===== config.mk =====
export PLATFORM = sky130hd
export DESIGN_NAME = hamming_sec_rd_ctrl
export DESIGN_NICKNAME = d
export VERILOG_FILES = /design/src/rtl/hamming_sec_rd_ctrl.sv
export SDC_FILE = /design/constraint.sdc
export NUM_CORES = 1
export LEC_CHECK = 0
export BUFFER_PORTS_ARGS = -buffer_cell sky130_fd_sc_hd__buf_2
export CAP_MARGIN = 10
export CORE_MARGIN = 5
export CORE_UTILIZATION = 47
export CTS_CLUSTER_SIZE = 24
export DETAILED_ROUTE_END_ITERATION = 7
export GPL_ROUTABILITY_DRIVEN = 1
export GPL_TIMING_DRIVEN = 0
export PLACE_DENSITY_LB_ADDON = 0.15
export RECOVER_POWER = 100
export SLEW_MARGIN = 20
export SYNTH_ARGS = -nofsm -noshare
export SYNTH_HDL_FRONTEND = slang
export SYNTH_SLANG_ARGS = --single-unit

===== constraint.sdc =====
create_clock -name clk -period 2.2 [get_ports clk]
set_input_delay 0 -clock clk [delete_from_list [all_inputs] [get_ports clk]]
set_output_delay 0 -clock clk [all_outputs]
set_load 0.02 [all_outputs]

===== src/rtl/hamming_sec_rd_ctrl.sv =====
`default_nettype none
`timescale 1ns/1ps
// +--------------------------------------------------------------------------+
// | hamming_sec_rd_ctrl: read controller with Hamming(12,8) SEC decode and    |
// | optional scrub-on-read write-back.                    Revision: 1.0       |
// +--------------------------------------------------------------------------+
module hamming_sec_rd_ctrl #(
  parameter int SCRUB_EN = 1,
  parameter int CNT_W    = 8
) (
  input  logic             clk,
  input  logic             rst,
  input  logic             rd_req,
  input  logic [3:0]       rd_addr,
  output logic             rd_ready,
  output logic             rd_valid,
  output logic [7:0]       rd_data,
  output logic             err_corrected,
  output logic             err_uncorrectable,
  output logic [3:0]       mem_addr,
  input  logic [11:0]      mem_rdata,
  output logic             mem_wr_en,
  output logic [11:0]      mem_wdata,
  output logic [CNT_W-1:0] corr_count
);

  typedef enum logic [1:0] {
    S_IDLE  = 2'd0,
    S_READ  = 2'd1,
    S_CHECK = 2'd2,
    S_WB    = 2'd3
  } state_t;

  // Codeword bit i carries Hamming position i+1; mask k selects positions with index bit k set.
  localparam logic [11:0]      c_MASK_S0 = 12'h555;
  localparam logic [11:0]      c_MASK_S1 = 12'h666;
  localparam logic [11:0]      c_MASK_S2 = 12'h878;
  localparam logic [11:0]      c_MASK_S3 = 12'hF80;
  localparam logic [CNT_W-1:0] c_CNT_MAX = {CNT_W{1'b1}};

  state_t            r_state;
  state_t            w_state_nxt;
  logic [3:0]        r_addr;
  logic [11:0]       r_cw;
  logic [11:0]       r_cw_fix;
  logic [7:0]        r_rd_data;
  logic              r_rd_valid;
  logic              r_err_corr;
  logic              r_err_unc;
  logic [CNT_W-1:0]  r_corr_count;

  logic [3:0]        w_syn;
  logic              w_correctable;
  logic              w_uncorrectable;
  logic [11:0]       w_flip;
  logic [11:0]       w_cw_fix;
  logic [7:0]        w_data;

  assign w_syn = {^(r_cw & c_MASK_S3), ^(r_cw & c_MASK_S2),
                  ^(r_cw & c_MASK_S1), ^(r_cw & c_MASK_S0)};
  assign w_correctable   = (w_syn != 4'd0) && (w_syn <= 4'd12);
  assign w_uncorrectable = (w_syn >= 4'd13);
  assign w_flip          = w_correctable ? (12'd1 << (w_syn - 4'd1)) : 12'd0;
  assign w_cw_fix        = r_cw ^ w_flip;
  // Data bits live at positions 3,5,6,7,9,10,11,12 (uncorrectable words pass through raw).
  assign w_data          = {w_cw_fix[11:8], w_cw_fix[6:4], w_cw_fix[2]};

  always_comb begin
    w_state_nxt = r_state;
    case (r_state)
      S_IDLE:  if (rd_req) w_state_nxt = S_READ;
      S_READ:  w_state_nxt = S_CHECK;
      S_CHECK: w_state_nxt = ((SCRUB_EN != 0) && w_correctable) ? S_WB : S_IDLE;
      S_WB:    w_state_nxt = S_IDLE;
      default: w_state_nxt = S_IDLE;
    endcase
  end

  always_ff @(posedge clk or posedge rst) begin
    if (rst) r_state <= S_IDLE;
    else     r_state <= w_state_nxt;
  end

  always_ff @(posedge clk or posedge rst) begin
    if (rst) begin
      r_addr       <= 4'd0;
      r_cw         <= 12'd0;
      r_cw_fix     <= 12'd0;
      r_rd_data    <= 8'd0;
      r_rd_valid   <= 1'b0;
      r_err_corr   <= 1'b0;
      r_err_unc    <= 1'b0;
      r_corr_count <= '0;
    end else begin
      r_rd_valid <= (r_state == S_CHECK);
      if ((r_state == S_IDLE) && rd_req) r_addr <= rd_addr;
      if (r_state == S_READ) r_cw <= mem_rdata;
      if (r_state == S_CHECK) begin
        r_rd_data  <= w_data;
        r_err_corr <= w_correctable;
        r_err_unc  <= w_uncorrectable;
        r_cw_fix   <= w_cw_fix;
        if (w_correctable && (r_corr_count != c_CNT_MAX))
          r_corr_count <= r_corr_count + CNT_W'(1);
      end
    end
  end

  // Write enable is decoded from state so an asynchronous reset kills it at once.
  assign rd_ready          = (r_state == S_IDLE);
  assign mem_wr_en         = (r_state == S_WB);
  assign mem_addr          = r_addr;
  assign mem_wdata         = r_cw_fix;
  assign rd_valid          = r_rd_valid;
  assign rd_data           = r_rd_data;
  assign err_corrected     = r_err_corr;
  assign err_uncorrectable = r_err_unc;
  assign corr_count        = r_corr_count;

endmodule
`default_nettype wire

======== Word-level counts from Yosys, hierarchy flattened ========
Cells that the tools add are included.
word-level totals
  register bits after elaboration ......... 49
  output and inout port bits .............. 37
  word-level logic and storage cells ...... 34
cells by class
  $add $sub $neg .......................... 2
  $lt $le $gt $ge ......................... 2
  eq/ne operators ......................... 5
  shift-type cells ........................ 1
  muxes and demuxes ....................... 4
  bitwise logic cells ..................... 1
  reductions and logical operators ........ 10
operators with widths
  operator                                                  count
  parity 12 bit                                             4
  two-way mux 12 bit                                        1
  << shifter 1 x 4 -> 12 bit, first input constant          1
  bitwise XOR 12 bit                                        1
  adder 8 x 1 -> 8 bit, second input constant               1
  inequality test 8 bit, second input constant              1
  case mux 2 bit (4 select lines)                           1
  equality test 2 bit, second input constant                2
  greater-or-equal comparator 4 bit, second input constant  1
  less-or-equal comparator 4 bit, second input constant     1
  two-way mux 2 bit                                         2
  nonzero test 4 bit                                        1
  subtractor 4 x 1 -> 4 bit, second input constant          1
  logical AND 1 bit                                         3
  equality test 2 x 1 -> 1 bit, second input constant       1
  logical NOT 2 bit                                         1
  inequality test 2 bit, second input constant              1
  AND reduction 2 bit                                       1

======== Depth between registers and ports, before layout ========
Gate-level depths: netlist of run 1.
  depth after elaboration ................. 5
  mapped depth ............................ 7
  depth with buffers taken out ............ 6

======== Worst setup path after synthesis of run 1 ========
Ideal clock, no wire load.
  path type ............................... register to register
  start ................................... register r_cw[6]
  end ..................................... register r_corr_count[1], in the netlist corr_count[1]
  library setup time ...................... 0.125 ns
  data arrival time ....................... 1.942 ns
  path slack .............................. 0.132 ns
  stages on the path, launching flop included .. 7
  cell sequence ........................... dfrtp_1 > xnor3_2 > xnor2_2 > a211oi_2 > and4b_1 > buf_4 > mux2_4
on the way
  word-level cells in the longest chain between the ends .. 5
  elaborated cells on any way between the ends .. 8
  classes of those cells .................. order compare (1); reduce/logical (7)
ends and longest elaborated chain
  element                                                               line    source
  from (decl)                                                           44      logic [11:0] r_cw;
  from (signal assigned)                                                97      if (r_state == S_READ) r_cw <= mem_rdata;
  parity 12 bit (on tied branches)                                      60, 59
  less-or-equal comparator 4 bit or nonzero test 4 bit (tied branches)  61      assign w_correctable = (w_syn != 4'd0) && (w_syn <= 4'd12);
  logical AND 1 bit *                                                   61
  logical AND 1 bit *                                                   103     if (w_correctable && (r_corr_count != c_CNT_MAX))
  AND reduction 2 bit (no line) *                                       --
  to (signal assigned)                                                  104     r_corr_count <= r_corr_count + CNT_W'(1);
  to (decl)                                                             50      logic [CNT_W-1:0] r_corr_count;
Mark *: on every way between the ends. The rest lies on a longest branch, timed or not.
A chain may end at the register's enable or synchronous reset.

======== Worst setup path in the final report of run 1 ========
  start ................................... register r_cw[4]
  end ..................................... register r_corr_count[1], in the netlist corr_count[1]
The elaborated chain is that of the path after synthesis.

==> results of run 1 <==
-- metal layers --
layer | global-route usage [%] | share of wire, % | vias to the layer above
met3 | 5.083 | 7.0 | 7
li1 | - | - | 752
met5 | 0 | 0 | -
met4 | 6.406 | 1.7 | 0
met1 | 19.51 | 43 | 726
met2 | 25.43 | 48 | 43
-- worst max-delay path: stages, from the launching register on --
cell and delay [ns]:
dfrtp_1 0.45, xnor3_2 0.44, xnor2_2 0.18, a211oi_2 0.26, and4b_1 0.22, buf_4 0.16, mux2_4 0.29
-- cells in the final DEF, fill, tap and decap left out, types with 2 or more instances in the layout --
| cell | count |
|---|---|
| clkbuf_1 | 43 |
| dfrtp_1 | 41 |
| nand2_1 | 26 |
| xnor2_1 | 19 |
| dlygate4sd3_1 | 18 |
| buf_2 | 18 |
| mux2_2 | 16 |
| nor2_1 | 13 |
| buf_4 | 12 |
| o21ai_0 | 9 |
| clkbuf_8 | 5 |
| nand2b_1 | 4 |
| xnor2_2 | 4 |
| nand4_1 | 4 |
| inv_1 | 3 |
| xnor3_1 | 3 |
| xor2_1 | 3 |
| o21ai_1 | 3 |
| and3_1 | 3 |
| xnor3_2 | 2 |
| and2_1 | 2 |
| clkinv_2 | 2 |
-- cells by family after synthesis --
logic type / Yosys count / synth area share (%)
AOI/OAI and AO/OA: 13 / 3.547
xor gates and xnor gates: 31 / 17.80
adders and majority gates: 1 / 0.6115
buffers and inverters: 16 / 4.587
DFF: 41 / 50.15
muxes: 19 / 10.58
and+or+nand+nor: 57 / 12.72
-- through the flow --
| step | setup slack [ns] | TNS (ns) | cells | area [sq um] |
|---|---|---|---|---|
| after CTS | 0.01464 | 0 | 315 | 2699 |
| final | 0.07792 | 0 | 317 | 2658 |
| after global placement | -0.01428 | -0.01428 | 285 | 2386 |
| after detailed placement | -0.03059 | -0.03059 | 286 | 2414 |
| after floorplan | 0.1324 | 0 | 178 | 2046 |
| after global routing | 0.01312 | 0 | 317 | 2658 |
-- worst paths after layout --
check / start / end / slack (ns) / depth (start not counted)
max in group asynchronous: rst / mem_wdata[0]$_DFFE_PP0P_ / 0.46 / 4
setup reg to reg: r_cw[4]$_DFFE_PP0N_ / corr_count[1]$_DFFE_PP0P_ / 0.08 / 6
hold / removal: rst / corr_count[6]$_DFFE_PP0P_ / 0.39 / 3
hold reg to reg: mem_wdata[7]$_DFFE_PP0P_ / mem_wdata[7]$_DFFE_PP0P_ / 0.50 / 2
min in group clk: rd_req / r_state[0]$_DFFE_PP0P_ / 0.46 / 4
setup / recovery: r_cw[4]$_DFFE_PP0N_ / corr_count[1]$_DFFE_PP0P_ / 0.08 / 6
-- sequential cells by signal, summed over array words and instances (netlist names) --
signal             flops
mem_wdata             12
r_cw                  12
corr_count             8
mem_addr               4
r_state                2
err_corrected          1
err_uncorrectable      1
rd_valid               1
-- Yosys cell counts --
cell	number	area share [%]
buf_4	9	3.3
nor2b_1	1	0.31
nand2b_1	4	1.2
and2_1	2	0.61
nor2_1	13	2.4
clkbuf_1	3	0.55
a211oi_2	1	0.61
and3_1	3	0.92
mux2_2	17	9.4
and2_0	1	0.31
buf_1	1	0.18
inv_1	3	0.55
nand4_1	4	1.2
xnor2_1	20	8.6
xor2_1	3	1.3
o21ai_1	11	2.7
mux2i_1	1	0.49
xnor2_2	3	2.4
and4b_1	1	0.49
xnor3_1	4	4.4
dfrtp_1	41	50
xnor3_2	1	1.2
nand3_1	1	0.24
nor3_1	1	0.24
o21ai_0	1	0.24
nand2_1	26	4.8
ha_1	1	0.61
mux2_4	1	0.73
-- timing repair --
action                                 4_1_cts  5_1_grt
resized for setup                            0        2
endpoints found under the hold margin       36        0
setup endpoints to repair                    1        3
buffers inserted                             3        2
hold buffers                                18        0
pin swaps                                    2        2
-- cell type report --
cell class | instances | share of cell area (%)
Multi-Input combinational cell | 121 | 35.17
Tap cell | 52 | 2.448
Sequential cell | 41 | 38.61
Clock inverter | 2 | 0.3766
Inverter | 3 | 0.4237
Clock buffer | 6 | 2.731
Buffer | 13 | 3.107
Timing Repair Buffer | 79 | 17.14
==> flow_metrics.tcl, run 1 <==
set metrics [dict create \
    grt-ovfl-total 0 \
    grt_max_degree 23 \
    min_path_type "in2async" \
    hold_violations 0 \
    utilization_pct 61.89 \
    avgRoutedWirePerCell_um 13.27 \
    fmax_mhz 471.2 \
    io_pins 56 \
    synth_nets 198 \
    grt_usage_pct 15.80 \
    dieArea_sq_um 5772 \
    crit_fanout 7 \
    rows 24 \
    dpl.hpwl_mm 3.067 \
    setup.worst_path.end_class "flop" \
    port_buffers 55 \
    route.detailed.drc 0 \
    grt_pass1_wl_mm 7.431 \
    maxCapViolCount 0 \
    fp.dieW_um 75.98 \
    core_area_sq_um 4294 \
    mappedNetlistArea_sq_um 2046 \
    required_ns 2.38 \
    synthCells 178 \
    fin_crit_sh_pct 96.46 \
    cts_root_buf "clkbuf_8" \
    layout.nets 284 \
    clk_latency_ns 0.29 \
    register_area_sq_um 1026 \
    place_congestion 0.8081 \
    htreeDepth 2 \
    cts_tree "built" \
    yosysSeqAreaShare_pct 50.15 \
    fp.dieH_um 75.98 \
    syn2layout_area_growth_pct 29.91 \
    drive_above_1_share_pct 23.40 \
    cts.path.max_buffers 2 \
    final_max_slew_viol_count 0 \
    antenna_left 0 \
    outcome "complete, no violations" \
    ys_types 28 \
    whs_ns 0.3858 \
    diodes 0 \
    vias_per_cell 4.820 \
    grt_pass1_vias 1600 \
    vias 1528 \
    syn_avg_cell_area_sq_um 11.49 \
    antenna_found_initial 0 \
    fillers 399 \
    clkTransAtPathRegs_ns 0.08 \
    cts_sinks 41 \
    ys_ff_latch 41 \
    slew_headroom_pct 36.83 \
    yosys_warnings 0 \
    critPathArrivalTime_ns 2.30 \
    fin_skew_ns 0.003884 \
    crit_path_start_kind "flop" \
    cts_made_buffers 5 \
    worst_pin_slew_ns 0.9459 \
    worstSetupPathType "reg2reg" \
    initial_core_util_pct 47.64 \
    setup_violations 0 \
    drt-initial-drc-count 65 \
    multi_input_area_sq_um 934.6 \
    drt_pass1_iterations 4 \
    rsz0062_at_grt "false" \
    period_needed_ns 2.122 \
    drt-total-wl_mm 4.207 \
]
Power of run 1 is left out: the tool's default activity adds up to more than one toggle a clock period on the data nets, which glitch-free logic cannot reach.
==> run 2, diff against run 1 <==
BUFFER_PORTS_ARGS = unset   (was -buffer_cell sky130_fd_sc_hd__buf_2)
CORE_UTILIZATION = 55   (was 47)
CTS_CLUSTER_DIAMETER = 50   (was unset)
DONT_BUFFER_PORTS = 1   (was unset)
==> run 2 against run 1 <==
  * First-iteration DRC count decreased by 28%
  * Fmax is 0.61% lower
  * Wire length decreased by 10%
  * Sequential share of layout area grew 4.1 points
  * Count of clock-buffer cells in the layout is 1 lower
  * Critical path depth unchanged
  * Cell count decreased by 19%
  * Global-route usage about the same
  * Critical endpoint unchanged
  * Setup slack worse by 0.013 ns
  * Core utilization rose by 4.4 points
  * Critical path type unchanged
  * Worst hold slack got worse by 0.22 ns
==> flow_metrics.tcl, run 2 (same netlist as run 1, synthesis figures left out) <==
set metrics [dict create \
    cts.path.max_buffers 2 \
    diodes 0 \
    r2r_slack_ns 0.06 \
    htreeDepth 2 \
    dieArea_sq_um 5039 \
    antenna_found_initial 0 \
    cp_slowest_cell "dfrtp_2" \
    rr_startpoint "r_cw[10]$_DFFE_PP0N_" \
    cp-startpoint "r_cw[10]$_DFFE_PP0N_" \
    dpl.hpwl_mm 2.883 \
    grt_max_degree 27 \
    grt_pass1_wl_mm 6.223 \
    timing.rr.end "corr_count[1]$_DFFE_PP0P_" \
    outcome "complete, no violations" \
    crit_cells 6 \
    register_area_sq_um 1028 \
    hold_violations 0 \
    required_ns 2.38 \
    rows 22 \
    clkTransAtPathRegs_ns 0.08 \
    drt-total-wl_mm 3.772 \
    fillers 305 \
    port_buffers 0 \
    reg2reg_depth 6 \
    crit_path_end "corr_count[1]$_DFFE_PP0P_" \
    fin_skew_ns 0.005156 \
    multi_input_area_sq_um 933.4 \
    setup_violations 0 \
    fp.dieH_um 70.99 \
    clk_latency_ns 0.29 \
    crit_chain "xnor3_2 > xnor2_2 > a211oi_2 > and4b_1 > buf_4 > mux2_4" \
    crit_path_start_kind "flop" \
    drt-initial-drc-count 47 \
    cts_root_buf "clkbuf_8" \
    io_pins 56 \
    min_path_type "in2reg" \
    maxCapViolCount 0 \
    cts_sinks 41 \
    final_cell_mix "39 x dfrtp_1, 26 x nand2_1, 19 x xnor2_1" \
    grt_pass1_vias 1310 \
    fin_crit_sh_pct 97.05 \
    period_needed_ns 2.135 \
    cts_made_buffers 5 \
    fmax_mhz 468.3 \
    worstSetupPathType "reg2reg" \
    setup.worst_path.end_class "flop" \
    layout_commonest_cell "dfrtp_1" \
    avgRoutedWirePerCell_um 14.62 \
    syn2layout_area_growth_pct 17.80 \
    final_max_slew_viol_count 0 \
    worst_pin_slew_ns 0.6315 \
    grt_usage_pct 15.81 \
    place_congestion 0.7974 \
    layout.nets 229 \
    utilization_pct 66.32 \
    antenna_left 0 \
    crit_buf_inv 1 \
    grt-ovfl-total 0 \
    crit_fanout 7 \
    core_area_sq_um 3633 \
    drive_above_1_share_pct 19.52 \
    vias_per_cell 5.101 \
    slew_headroom_pct 57.85 \
    critPathArrivalTime_ns 2.32 \
    path_delay_family "XOR/XNOR gates" \
    vias 1316 \
    route.detailed.drc 0 \
    cpPeakStageDelay_ns 0.45 \
    cts_tree "built" \
    fp.dieW_um 70.99 \
    drt_pass1_iterations 4 \
    initial_core_util_pct 56.30 \
]
run 2: worst min path at each step:
stage                 from                         to  slack [ns]  depth (start not counted)
floorplan           rd_req     r_state[0]$_DFFE_PP0P_        0.11                          2
global placement    rd_req     r_state[0]$_DFFE_PP0P_        0.13                          2
detailed placement     rst  err_corrected$_DFFE_PP0P_       -0.13                          1
CTS                    rst  mem_wdata[11]$_DFFE_PP0P_        0.12                          2
global route        rd_req    mem_addr[2]$_DFFE_PP0P_        0.18                          2
finish              rd_req    mem_addr[1]$_DFFE_PP0P_        0.17                          2
run 2: timing repair:
item,4_1_cts,5_1_grt
endpoints found under the setup margin,1,5
endpoints found under the hold margin,58,0
gates resized for setup,0,3
pin swaps,1,2
hold buffers,18,0
setup buffers,1,4
run 2: stage by stage:
step	worst slack [ns]	cell area [sq um]	TNS (ns)	cells	hold WS, ns
floorplan	0.1324	2046	0	178	0.1132
global placement	0.01234	2106	0	226	0.1257
detailed placement	-0.009050	2126	-0.009050	227	-0.1269
CTS	0.02438	2400	0	254	0.1208
global route	-0.005746	2410	-0.005746	258	0.1811
finish	0.06480	2410	0	258	0.1686
run 2: routing by layer:
layer / vias to the layer above / track usage (%) / routed length (um)
li1: 640 / - / -
met1: 614 / 20.88 / 1627
met2: 53 / 22.45 / 1703
met3: 9 / 6.676 / 336
met4: 0 / 7.516 / 105
met5: - / 0 / 0
run 2: cell type report:
| class | count | share of cell area [%] |
|---|---|---|
| plain buffers | 13 | 2.181 |
| clock buffers | 5 | 2.856 |
| clock inverters | 3 | 0.7269 |
| inverters | 3 | 0.4673 |
| multi-input cells | 121 | 38.73 |
| flip-flops and latches | 41 | 42.68 |
| well taps | 48 | 2.492 |
| repair buffers | 24 | 9.865 |
Power of run 2 is left out for the same reason.
==> run 3, diff against run 2 <==
CORE_MARGIN = 1.5   (was 5)
==> run 3 against run 2 <==
  * Cell count down 1.2%
  * Largest cell class unchanged
  * Global-route usage up 3.8 points
  * First-iteration DRC count up 8.5%
  * Non-clock buffer count down 1
==> flow_metrics.tcl, run 3 (same netlist as run 1, synthesis figures left out) <==
set metrics [dict create \
    antenna_left 0 \
    grt_use_met2_pct 34.38 \
    htreeDepth 2 \
    grt_usage_pct 19.61 \
    core_area_sq_um 3442 \
    grt_pass1_vias 1340 \
    clkTransAtPathRegs_ns 0.07 \
    slew_headroom_pct 42.17 \
    drive_above_1_share_pct 19.14 \
    path_delay_family "XOR/XNOR gates" \
    dieArea_sq_um 4094 \
    maxCapViolCount 0 \
    port_buffers 0 \
    crit_fanout 7 \
    cts.path.max_buffers 2 \
    gr-usage-met3_pct 7.746 \
    fillers 267 \
    dpl.hpwl_mm 2.705 \
    met1_usage_pct 22.59 \
    avgRoutedWirePerCell_um 14.65 \
    layout.nets 228 \
    fp.dieH_um 63.99 \
    cts_made_buffers 5 \
    rows 21 \
    crit_chain "xnor3_2 > xnor2_4 > a211oi_2 > and4b_1 > buf_4 > mux2_4" \
    crit_path_start_kind "flop" \
    grt.busiest_layer "met2" \
    fp.dieW_um 63.99 \
    antenna_found_initial 0 \
    period_needed_ns 2.146 \
    worstSetupPathType "reg2reg" \
    cts_tree "built" \
    grt_max_degree 38 \
    route.detailed.drc 0 \
    cts_root_buf "clkbuf_8" \
    utilization_pct 71.17 \
    hold_violations 0 \
    initial_core_util_pct 59.43 \
    cpPeakStageDelay_ns 0.54 \
    fmax_mhz 466.0 \
    drt-initial-drc-count 51 \
    cp_slowest_cell "xnor3_2" \
    critPathArrivalTime_ns 2.32 \
    clk_latency_ns 0.29 \
    fin_skew_ns 0.009442 \
    fin_crit_sh_pct 97.54 \
    crit_buf_inv 1 \
    min_path_type "in2async" \
    drt-total-wl_mm 3.735 \
    vias_per_cell 5.247 \
    io_pins 56 \
    syn2layout_area_growth_pct 19.76 \
    cts_sinks 41 \
    grt-ovfl-total 0 \
    worst_pin_slew_ns 0.8674 \
    final_max_slew_viol_count 0 \
    final_cell_mix "40 x dfrtp_1, 26 x nand2_1, 19 x xnor2_1" \
    drt_pass1_iterations 4 \
    diodes 0 \
    grt_pass1_wl_mm 6.216 \
    vias 1338 \
    layout_commonest_cell "dfrtp_1" \
    outcome "complete, no violations" \
    setup_violations 0 \
    required_ns 2.38 \
    setup.worst_path.end_class "flop" \
    place_congestion 0.8744 \
]
run 3: changes by cell type in the layout (fill, tap and decap cells not counted), moves of 2 or more:
cell | before | now
xnor2_2 | 4 | 1
xnor3_1 | 4 | 2
xnor2_4 | 0 | 3
clkinv_2 | 2 | 0
xnor3_2 | 1 | 3
run 3: routing by layer:
metal  routed length, um  part of all wire (%)
met2                1974                    53
met1                1503                    40
met4                  24                  0.64
met3                 233                   6.2
met5                   0                     0
run 3: layout make-up:
type / count / area [sq um] / share of cell area, %
sequential: 41 / 1027 / 41.93
multi-input combinational: 121 / 969.7 / 39.58
timing repair buffer: 23 / 215.2 / 8.784
clock buffer: 7 / 86.33 / 3.524
tap: 46 / 57.56 / 2.349
buffer: 13 / 52.55 / 2.145
clock inverter: 1 / 30.03 / 1.226
inverter: 3 / 11.26 / 0.4597
run 3: worst paths after layout:
kind | from | to | slack, ns | depth (start not counted)
hold / removal | rst | mem_addr[0]$_DFFE_PP0P_ | 0.03 | 2
setup / recovery | r_cw[10]$_DFFE_PP0N_ | corr_count[1]$_DFFE_PP0P_ | 0.05 | 6
setup reg to reg | r_cw[10]$_DFFE_PP0N_ | corr_count[1]$_DFFE_PP0P_ | 0.05 | 6
hold reg to reg | r_cw[7]$_DFFE_PP0N_ | r_cw[7]$_DFFE_PP0N_ | 0.58 | 1
max in group asynchronous | rst | r_cw[8]$_DFFE_PP0N_ | 1.03 | 3
min in group clk | rd_req | mem_addr[3]$_DFFE_PP0P_ | 0.17 | 2
run 3: what timing repair did:
item	in CTS	in global routing
resized for setup	0	7
pin swaps	2	4
setup buffers	3	1
endpoints found under the setup margin	1	5
hold buffers	18	0
hold endpoints to repair	58	0
run 3: worst register-to-register path: stages, from the launching register on:
cell and delay [ns]:
dfrtp_1 0.37, xnor3_2 0.54, xnor2_4 0.18, a211oi_2 0.27, and4b_1 0.23, buf_4 0.16, mux2_4 0.29
run 3: through the flow:
step | setup TNS [ns] | instance area [sq um] | worst slack [ns] | instances | hold WS [ns]
floorplan | 0 | 2046 | 0.1324 | 178 | 0.1132
global placement | -0.01341 | 2103 | -0.01341 | 224 | 0.1250
detailed placement | -0.03416 | 2123 | -0.03416 | 225 | -0.2278
CTS | 0 | 2442 | 0.03110 | 254 | 0.02954
global route | -0.009641 | 2450 | -0.009641 | 255 | 0.04829
finish | 0 | 2450 | 0.05415 | 255 | 0.03423
Power of run 3 is left out for the same reason.
